File: config.mk
export PLATFORM = sky130hd
export DESIGN_NAME = serial_byte_capture
export DESIGN_NICKNAME = d
export VERILOG_FILES = /design/src/rtl/serial_byte_capture_pkg.sv /design/src/rtl/serial_byte_capture.sv
export SDC_FILE = /design/constraint.sdc
export NUM_CORES = 1
export LEC_CHECK = 0
export CAP_MARGIN = 30
export CORE_ASPECT_RATIO = 0.6
export CORE_MARGIN = 3
export CORE_UTILIZATION = 35
export DETAILED_ROUTE_END_ITERATION = 7
export PLACE_DENSITY = 0.57
export SLEW_MARGIN = 15
export SYNTH_ARGS = -nofsm -noshare
export SYNTH_HDL_FRONTEND = slang
export SYNTH_SLANG_ARGS = --single-unit
File: constraint.sdc
create_clock -name clk -period 3.05 [get_ports clk]
set_input_delay 0.61 -clock clk [delete_from_list [all_inputs] [get_ports clk]]
set_output_delay 0.61 -clock clk [all_outputs]
set_load 0.02 [all_outputs]
File: src/rtl/serial_byte_capture_pkg.sv
// Shared types and widths for the serial byte capture front end.
package serial_byte_capture_pkg;

  localparam int BYTE_W = 8;
  localparam int CNT_W  = 3;

  typedef enum logic [1:0] {
    IDLE,
    DATA,
    PAR
  } cap_state_t;

endpackage

File: src/rtl/serial_byte_capture.sv
// Deserializes a framed, qualified bit stream into bytes with optional even parity,
// emitting one-cycle enable, clear (aborted frame) and parity-error pulses.
module serial_byte_capture
  import serial_byte_capture_pkg::*;
#(
  parameter bit LSB_FIRST = 1'b1,
  parameter bit PARITY_EN = 1'b0
) (
  input  logic              clk,
  input  logic              rst,
  input  logic              frame,
  input  logic              sin_valid,
  input  logic              sin_bit,
  output logic [BYTE_W-1:0] d_out,
  output logic              en_out,
  output logic              clr_out,
  output logic              err
);

  localparam logic [CNT_W-1:0] LAST_BIT = CNT_W'(BYTE_W - 1);

  cap_state_t        state, state_n;
  logic [CNT_W-1:0]  cnt, cnt_n;
  logic              armed;
  logic [BYTE_W-1:0] sr, sr_shift, load_byte;
  logic              shift, load;
  logic              en_n, clr_n, err_n;

  // armed stays low after reset until frame is seen low, so a frame that
  // straddles reset release is never captured half-way through
  always_ff @(posedge clk) begin
    if (rst) begin
      state <= IDLE;
      cnt   <= '0;
      armed <= 1'b0;
    end else begin
      state <= state_n;
      cnt   <= cnt_n;
      if (!frame) armed <= 1'b1;
    end
  end

  always_comb begin
    if (LSB_FIRST) sr_shift = {sin_bit, sr[BYTE_W-1:1]};
    else           sr_shift = {sr[BYTE_W-2:0], sin_bit};
  end

  always_comb begin
    state_n   = state;
    cnt_n     = cnt;
    shift     = 1'b0;
    load      = 1'b0;
    load_byte = sr_shift;
    en_n      = 1'b0;
    clr_n     = 1'b0;
    err_n     = 1'b0;
    case (state)
      IDLE: begin
        if (frame && armed) begin
          state_n = DATA;
          cnt_n   = '0;
          if (sin_valid) begin
            shift = 1'b1;
            cnt_n = CNT_W'(1);
          end
        end
      end
      DATA: begin
        if (!frame) begin
          state_n = IDLE;
          cnt_n   = '0;
          clr_n   = (cnt != '0);
        end else if (sin_valid) begin
          shift = 1'b1;
          if (cnt == LAST_BIT) begin
            cnt_n = '0;
            if (PARITY_EN) begin
              state_n = PAR;
            end else begin
              load = 1'b1;
              en_n = 1'b1;
            end
          end else begin
            cnt_n = cnt + CNT_W'(1);
          end
        end
      end
      PAR: begin
        load_byte = sr;
        if (!frame) begin
          state_n = IDLE;
          cnt_n   = '0;
          clr_n   = 1'b1;
        end else if (sin_valid) begin
          state_n = DATA;
          cnt_n   = '0;
          // even parity: data bits plus the parity bit must XOR to zero
          if (^{sr, sin_bit} == 1'b0) begin
            load = 1'b1;
            en_n = 1'b1;
          end else begin
            err_n = 1'b1;
          end
        end
      end
      default: begin
        state_n = IDLE;
        cnt_n   = '0;
      end
    endcase
  end

  always_ff @(posedge clk) begin
    if (rst) begin
      sr      <= '0;
      d_out   <= '0;
      en_out  <= 1'b0;
      clr_out <= 1'b0;
      err     <= 1'b0;
    end else begin
      if (shift) sr <= sr_shift;
      if (load) d_out <= load_byte;
      en_out  <= en_n;
      clr_out <= clr_n;
      err     <= err_n;
    end
  end

endmodule

==> results.py, run 1 <==
metrics = {
    "sta": {
        "tightest_slew_ns": 0.792,
        "rsz0062_at_grt": "no",
        "fin_tns_setup_ns": 0,
        "fin_skew_ns": 0.00675,
        "finalCritPeriodShare": 0.652,
        "finalSetupViolCount": 0,
        "fin_crit_ns": 1.99,
        "slew_viol_final": 0,
        "finalHoldViolCount": 0,
        "max_freq_ghz": 0.502,
        "max-slew-margin-rel": 0.470,
    },
    "synthesis": {
        "synth_top_family_by_area": "simple AND/OR/NAND/NOR gates",
        "synth-compound-area-share": 0.119,
        "ys_types": 28,
        "yosysWarnings": 0,
        "synthCells": 100,
        "syn_nets": 108,
        "ys_ff_latch": 22,
        "syn_area_um2": 916,
        "ys_async_sr_fraction": 0,
        "yosys-mux-area-fraction": 0.0888,
        "synth_edf_count": 0,
        "synthAdderAreaFrac": 0.0410,
        "syn_area_per_cell_um2": 9.16,
        "synth.yosys.seq_area_share": 0.481,
        "synth_xor_area_frac": 0,
        "yosys.area_share.simple": 0.204,
        "synth_flop_cell": "dfxtp_1",
    },
    "clocking": {
        "htreeDepth": 1,
        "insertion_delay_ns": 0.26,
        "postCtsHoldBufs": 0,
        "ctsLongestPathBuffers": 2,
        "clk_pin_slew_ns": 0.07,
        "cts-root-buf": "clkbuf_8",
        "tritoncts": "built",
        "cts_sinks": 22,
        "numCtsBuffers": 3,
        "cts_setup_buffers": 0,
        "cts_resized": 0,
    },
    "pwr": {
        "intPower_mw": 0.391,
        "ir_drop_mv": 0.222,
        "pwr-share-seq": 0.591,
        "p_sw_mw": 0.109,
        "clockPowerShare": 0.349,
        "leakagePower_nw": 0.419,
        "p_comb_frac": 0.059,
        "power.share.switching": 0.218,
        "p_per_area_mw_per_mm2": 460,
    },
    "grt": {
        "grt_max_degree": 23,
        "antenna_found_initial": 0,
        "overflow": 0,
        "first_global_vias": 629,
        "track_usage": 0.122,
        "grt_first_pass_wirelength_um": 3000,
    },
    "worst_setup_path": {
        "crit_arrival_ns": 2.10,
        "crit_type": "primary input to register",
        "cp-end-kind": "register",
        "cp_max_fo": 13,
        "cp_slowest_stage_delay_ns": 0.78,
        "cp-start-kind": "primary input",
        "crit_chain": "clkdlybuf4s50_1 -> nand4_1 -> nand2_1 -> a21oi_1",
        "cp.required_ns": 3.16,
        "slowest_stage": "clkdlybuf4s50_1",
    },
    "die": {
        "dieArea_mm2": 0.00329,
        "die_w_um": 72.0,
        "die_y_um": 45.6,
        "rows": 13,
        "io_pins": 16,
        "start_util": 0.394,
        "core-area_mm2": 0.00233,
    },
    "routing": {
        "num_vias": 688,
        "drtAntennaViolNets": 0,
        "drt_iter0_markers": 55,
        "routedWlPerCell_um": 12.9,
        "drc": 0,
        "drt_wl_total_um": 1810,
        "first_pass_iters": 4,
        "via_per_inst": 4.91,
    },
    "placed_design": {
        "dpl.cell_count": 137,
        "dp_hpwl_um": 1250,
        "port_buffers": 14,
        "routabilityCongestion": 0.758,
    },
    "final_layout": {
        "final_cells": 140,
        "final_common_cell": "dfxtp_1",
        "syn2layout_area_growth_pct": 18.9,
        "final_cell_mix": "dfxtp_1, nand2_1, clkdlybuf4s50_1, a21oi_1, nor2_1",
        "nets": 120,
        "n_antenna_cell": 0,
        "layout-drive-gt1-share": 0.0455,
    },
    "worst_hold_path": {
        "hold_path_class": "register to register",
    },
    "outcome": {
        "status": "completed",
    },
    "job": {
        "maxCapViolations": 0,
    },
}
-- synth_stat cells (2+ instances only) --
cell type	instances	area share
nand2_1	18	0.074
buf_4	3	0.025
clkbuf_1	2	0.0082
nor2_1	9	0.037
a21oi_1	12	0.066
nor2b_1	2	0.014
mux2i_1	7	0.077
nand4_1	2	0.014
ha_1	3	0.041
inv_1	3	0.012
dfxtp_1	22	0.48
-- metal layers --
layer	vias to the layer above	GRT usage	part of all wire
li1	358	-	-
met1	313	0.171	0.53
met2	15	0.166	0.40
met3	2	0.0485	0.053
met4	0	0.0449	0.0099
met5	-	0	0
-- kinds of logic after synthesis --
family | count (synthesis)
multiplexers | 8
AND/OR/NAND/NOR | 39
adder cells (fa/ha/maj) | 3
buffers and inverters | 10
flip-flops | 22
other | 1
AO/OA/AOI/OAI | 17
-- critical path, delay by kind of cell --
kind / cells / cell delay (ns)
simple gates: 2 / 0.63
compound gates: 1 / 0.08
buf+inv: 1 / 0.78
-- flip-flops by register name, indices dropped and copies added (netlist names) --
register	count
cnt	3
en_out	1
clr_out	1
d_out	8
state	1
armed	1
sr	7
-- path summary, 6_finish.rpt --
kind / slack (ns) / to / cells after the start / start
max: 1.06 / d_out[1] / 4 / frame
max reg2reg: 1.51 / d_out[1] / 5 / cnt[1]
min reg2reg: 0.45 / d_out[0] / 2 / sr[1]
min: 0.45 / d_out[0] / 2 / sr[1]
-- per-stage QoR --
stage / power, mW / hold WS, ns / setup slack, ns / util / area (um2)
6_report: 0.500 / 0.454 / 1.06 / 0.468 / 1090
5_1_grt: 0.521 / 0.484 / 0.914 / 0.468 / 1090
4_1_cts: 0.508 / 0.457 / 1.08 / 0.468 / 1090
3_5_place_dp: 0.332 / 0.446 / 0.813 / 0.450 / 1050
3_3_place_gp: 0.332 / 0.443 / 0.846 / 0.450 / 1050
2_1_floorplan: 0.325 / 0.432 / 1.73 / - / 916
-- power groups by stage --
stage                     sequential, mW  combinational (mW)  clock (mW)
final                              0.296              0.0298       0.175
after global routing               0.297              0.0331       0.191
after CTS                          0.296              0.0299       0.182
after detailed placement           0.303              0.0298           0
after global placement             0.302              0.0295           0
after floorplan                    0.300              0.0252           0
-- cell type report --
type | instances | area [um2]
fillers | 232 | 1240
inverters | 3 | 11.3
clock buffers | 3 | 41.3
repair buffers | 14 | 140
well taps | 30 | 37.5
flip-flops and latches | 22 | 440
multi-input cells | 68 | 418
Power figures use the tool's default switching activity.
==> run 2, diff against run 1 <==
clock period = 1.9 ns   (was 3.05 ns; I/O delays follow)
==> run 2 against run 1 <==
Compared with the run above:
- register-to-register slack got worse by 1.1 ns
- count of clock-buffer cells in the layout unchanged
- worst setup slack got worse by 0.74 ns
- highest routed layer unchanged
- via count increased by 1.2%
- critical endpoint is now d_out[5]
==> results.py, run 2 (same netlist as run 1, synthesis figures left out) <==
metrics = {
    "routing": {
        "routedWlPerCell_um": 11.8,
        "drt_wl_total_um": 1670,
        "drtAntennaViolNets": 0,
        "via_per_inst": 4.90,
        "drc": 0,
        "num_vias": 696,
        "drt_iter0_markers": 46,
        "first_pass_iters": 4,
    },
    "final_layout": {
        "final_cell_mix": "dfxtp_1, nand2_1, clkdlybuf4s50_1, a21oi_1, nor2_1",
        "syn2layout_area_growth_pct": 20.5,
        "utilization": 0.474,
        "layout-drive-gt1-share": 0.0625,
        "final_common_cell": "dfxtp_1",
        "largest_register": "d_out",
        "largest_registers": "d_out x8, sr x7, cnt x3",
        "n_antenna_cell": 0,
        "post-route-cell-area_mm2": 0.00110,
        "nets": 122,
        "largest_reg_flops": 8,
    },
    "grt": {
        "overflow": 0,
        "grt_first_pass_wirelength_um": 2790,
        "grt_max_degree": 13,
        "antenna_found_initial": 0,
        "first_global_vias": 605,
        "track_usage": 0.115,
    },
    "placed_design": {
        "dp_hpwl_um": 1240,
        "port_buffers": 14,
        "place_area_mm2": 0.00106,
        "routabilityCongestion": 0.677,
    },
    "pwr": {
        "pwr-share-seq": 0.590,
        "totalPowerFinal_mw": 0.805,
        "clockPowerShare": 0.346,
        "p_comb_frac": 0.064,
        "ir_drop_mv": 0.478,
        "power.share.switching": 0.216,
        "p_per_area_mw_per_mm2": 729,
        "intPower_mw": 0.631,
        "p_sw_mw": 0.174,
        "leakagePower_nw": 0.429,
    },
    "clocking": {
        "numCtsBuffers": 3,
        "insertion_delay_ns": 0.26,
        "cts_resized": 0,
        "htreeDepth": 1,
        "clk_pin_slew_ns": 0.07,
        "ctsLongestPathBuffers": 2,
        "postCtsHoldBufs": 0,
        "cts-root-buf": "clkbuf_8",
        "tritoncts": "built",
        "cts_setup_buffers": 0,
        "cts_sinks": 22,
    },
    "worst_setup_path": {
        "crit_chain": "clkdlybuf4s50_1",
        "ff2ff_path_depth": 5,
        "cp-end-kind": "output pin",
        "startpoint": "d_out[5]",
        "r2r_end": "cnt[0]",
        "cp.required_ns": 1.52,
        "crit_arrival_ns": 1.20,
        "cp_num_buf_inv": 1,
        "crit_cells": 1,
        "r2r-start": "cnt[0]",
        "cp_slowest_stage_delay_ns": 0.61,
        "crit_type": "register to output pin",
        "cp_max_fo": 2,
        "endpoint": "d_out[5]",
        "cp-start-kind": "register",
        "r2r_slack_ns": 0.40,
        "slowest_stage": "clkdlybuf4s50_1",
        "crit_family": "buffers and inverters",
    },
    "die": {
        "core-area_mm2": 0.00233,
        "io_pins": 16,
        "dieArea_mm2": 0.00329,
        "rows": 13,
        "die_y_um": 45.6,
        "die_w_um": 72.0,
        "start_util": 0.394,
    },
    "job": {
        "maxCapViolations": 0,
    },
    "outcome": {
        "status": "completed",
    },
    "worst_hold_path": {
        "hold_path_class": "register to register",
    },
    "sta": {
        "fin_tns_setup_ns": 0,
        "finalCritPeriodShare": 0.834,
        "finalSetupViolCount": 0,
        "fin_crit_ns": 1.58,
        "finalHoldViolCount": 0,
        "max_freq_ghz": 0.631,
        "rsz0062_at_grt": "no",
        "slew_viol_final": 0,
        "fin_skew_ns": 0.00574,
    },
}
[run 2: how the worst min path moves through the flow]
stage,from,end,cells after the start
3_3_place_gp,d_out[3],d_out[3],2
2_1_floorplan,sr[1],d_out[0],2
4_1_cts,d_out[4],d_out[4],2
5_1_grt,d_out[2],d_out[2],2
3_5_place_dp,d_out[4],d_out[4],2
6_report,d_out[4],d_out[4],2
[run 2: worst reg2reg max path, stage by stage (launching register included)]
cell and delay [ns]:
dfxtp_1 0.33, ha_1 0.21, ha_1 0.22, o21ai_0 0.15, a21boi_0 0.11, a2111oi_0 0.36
[run 2: layout make-up]
class / count / area, um2
Clock buffer: 3 / 41.3
Sequential cell: 22 / 440
Timing Repair Buffer: 16 / 155
Inverter: 3 / 11.3
Tap cell: 30 / 37.5
Multi-Input combinational cell: 68 / 418
Fill cell: 228 / 1220
[run 2: per-layer routing]
layer,GRT usage,vias up,part of all wire
li1,-,362,-
met1,0.159,314,0.53
met2,0.155,18,0.40
met3,0.0551,2,0.068
met4,0.0375,0,0.0060
met5,0,-,0
[run 2: power groups by stage]
stage | Combinational [mW] | Clock, mW | Sequential, mW
detailed placement | 0.0507 | 0 | 0.485
global placement | 0.0499 | 0 | 0.486
global route | 0.0568 | 0.302 | 0.476
finish | 0.0513 | 0.279 | 0.475
floorplan | 0.0404 | 0 | 0.482
CTS | 0.0509 | 0.286 | 0.475
[run 2: metrics by stage]
stage | instances | setup slack (ns) | hold WS, ns
floorplan | 100 | 0.601 | 0.432
global placement | 139 | 0.158 | 0.450
detailed placement | 139 | 0.125 | 0.449
CTS | 142 | 0.304 | 0.458
global route | 142 | 0.268 | 0.475
finish | 142 | 0.315 | 0.455
==> run 3, diff against run 2 <==
clock period = 1.7 ns   (was 1.9 ns; I/O delays follow)
==> run 3 against run 2 <==
Compared with the run above:
- final area up 3.2%
- count of clock-buffer cells in the layout unchanged
- worst setup slack got worse by 0.15 ns
- global-route usage shrank 0.19 points
- sequential power increased by 12%
- via count grew 1.0%
- largest cell class unchanged
- critical path depth is the same
- clock power grew 9.7%
- non-clock buffer count up 3
- critical path type unchanged
- register-to-register slack worse by 0.17 ns
==> results.py, run 3 (same netlist as run 1, synthesis figures left out) <==
metrics = {
    "clocking": {
        "clk_pin_slew_ns": 0.07,
        "insertion_delay_ns": 0.25,
        "postCtsHoldBufs": 0,
        "cts_resized": 0,
        "cts_setup_buffers": 0,
        "htreeDepth": 1,
        "ctsLongestPathBuffers": 2,
        "numCtsBuffers": 3,
        "cts-root-buf": "clkbuf_8",
        "cts_sinks": 22,
        "tritoncts": "built",
    },
    "final_layout": {
        "largest_reg_flops": 8,
        "n_antenna_cell": 0,
        "largest_register": "d_out",
        "layout-drive-gt1-share": 0.0870,
        "final_common_cell": "dfxtp_1",
        "largest_registers": "d_out x8, sr x7, cnt x3",
        "final_cell_mix": "dfxtp_1, nand2_1, clkdlybuf4s50_1, a21oi_1, nor2_1",
        "syn2layout_area_growth_pct": 24.3,
        "utilization": 0.490,
        "nets": 125,
    },
    "placed_design": {
        "dp_hpwl_um": 1280,
        "routabilityCongestion": 0.824,
        "port_buffers": 14,
    },
    "worst_setup_path": {
        "cp.required_ns": 1.36,
        "cp-end-kind": "output pin",
        "ff2ff_path_depth": 5,
        "r2r_slack_ns": 0.23,
        "r2r_end": "cnt[0]",
        "crit_cells": 1,
        "endpoint": "d_out[5]",
        "cp_max_fo": 2,
        "crit_chain": "clkdlybuf4s50_1",
        "r2r-start": "cnt[0]",
        "crit_arrival_ns": 1.19,
        "crit_family": "buffers and inverters",
        "crit_type": "register to output pin",
        "cp_slowest_stage_delay_ns": 0.61,
        "cp_num_buf_inv": 1,
        "slowest_stage": "clkdlybuf4s50_1",
        "startpoint": "d_out[5]",
        "cp-start-kind": "register",
    },
    "routing": {
        "drtAntennaViolNets": 0,
        "via_per_inst": 4.85,
        "first_pass_iters": 4,
        "drc": 0,
        "drt_wl_total_um": 1660,
        "routedWlPerCell_um": 11.5,
        "num_vias": 703,
        "drt_iter0_markers": 68,
    },
    "job": {
        "maxCapViolations": 0,
    },
    "die": {
        "rows": 13,
        "die_w_um": 72.0,
        "io_pins": 16,
        "die_y_um": 45.6,
        "start_util": 0.394,
        "core-area_mm2": 0.00233,
        "dieArea_mm2": 0.00329,
    },
    "grt": {
        "antenna_found_initial": 0,
        "overflow": 0,
        "grt_max_degree": 15,
        "track_usage": 0.113,
        "first_global_vias": 581,
        "grt_first_pass_wirelength_um": 2750,
    },
    "worst_hold_path": {
        "hold_path_class": "register to register",
    },
    "pwr": {
        "p_per_area_mw_per_mm2": 791,
        "leakagePower_nw": 0.447,
        "totalPowerFinal_mw": 0.901,
        "ir_drop_mv": 0.508,
    },
    "sta": {
        "slew_viol_final": 0,
        "fin_tns_setup_ns": 0,
        "finalHoldViolCount": 0,
        "fin_skew_ns": 0.00215,
        "rsz0062_at_grt": "no",
        "finalSetupViolCount": 0,
        "max_freq_ghz": 0.652,
        "fin_crit_ns": 1.53,
        "finalCritPeriodShare": 0.902,
    },
    "outcome": {
        "status": "completed",
    },
}
[run 3: cell type report]
cell class / count / area, um2
Fill cell: 239 / 1190
Sequential cell: 22 / 440
Multi-Input combinational cell: 68 / 418
Timing Repair Buffer: 19 / 190
Clock buffer: 3 / 41.3
Tap cell: 30 / 37.5
Inverter: 3 / 11.3
[run 3: worst reg2reg max path: stages (launching register included)]
cell and delay [ns]:
dfxtp_1 0.35, ha_1 0.20, ha_1 0.21, o21ai_0 0.15, a21boi_0 0.11, a2111oi_0 0.33
[run 3: stage by stage]
stage / hold slack, ns / worst slack (ns) / cell area (um2) / std cells
after floorplan: 0.419 / 0.401 / 916 / 100
after global placement: 0.444 / 0.0482 / 1100 / 142
after detailed placement: 0.448 / 0.00959 / 1100 / 142
after CTS: 0.458 / 0.155 / 1140 / 145
after global routing: 0.475 / 0.00943 / 1140 / 145
final: 0.451 / 0.167 / 1140 / 145
[run 3: how the worst min path moves through the flow]
stage          startpoint       end  slack, ns  depth (start not counted)
2_1_floorplan         rst   clr_out       0.42                          1
3_3_place_gp     d_out[4]  d_out[4]       0.44                          2
3_5_place_dp     d_out[2]  d_out[2]       0.45                          2
4_1_cts          d_out[2]  d_out[2]       0.46                          2
5_1_grt          d_out[3]  d_out[3]       0.48                          2
6_report            sr[1]  d_out[0]       0.45                          2
[run 3: report_power, final]
group	total [mW]	switching (mW)	internal, mW
registers	0.531	0.00975	0.521
clock network	0.306	0.149	0.157
logic	0.0637	0.0312	0.0325
total	0.901	0.190	0.711
[run 3: layer usage]
| layer | vias up | track usage | routed length, um |
|---|---|---|---|
| met1 | 324 | 0.168 | 953 |
| met2 | 9 | 0.144 | 638 |
| met3 | 2 | 0.0529 | 63 |
| met5 | - | 0 | 0 |
| li1 | 368 | - | - |
| met4 | 0 | 0.0225 | 8 |
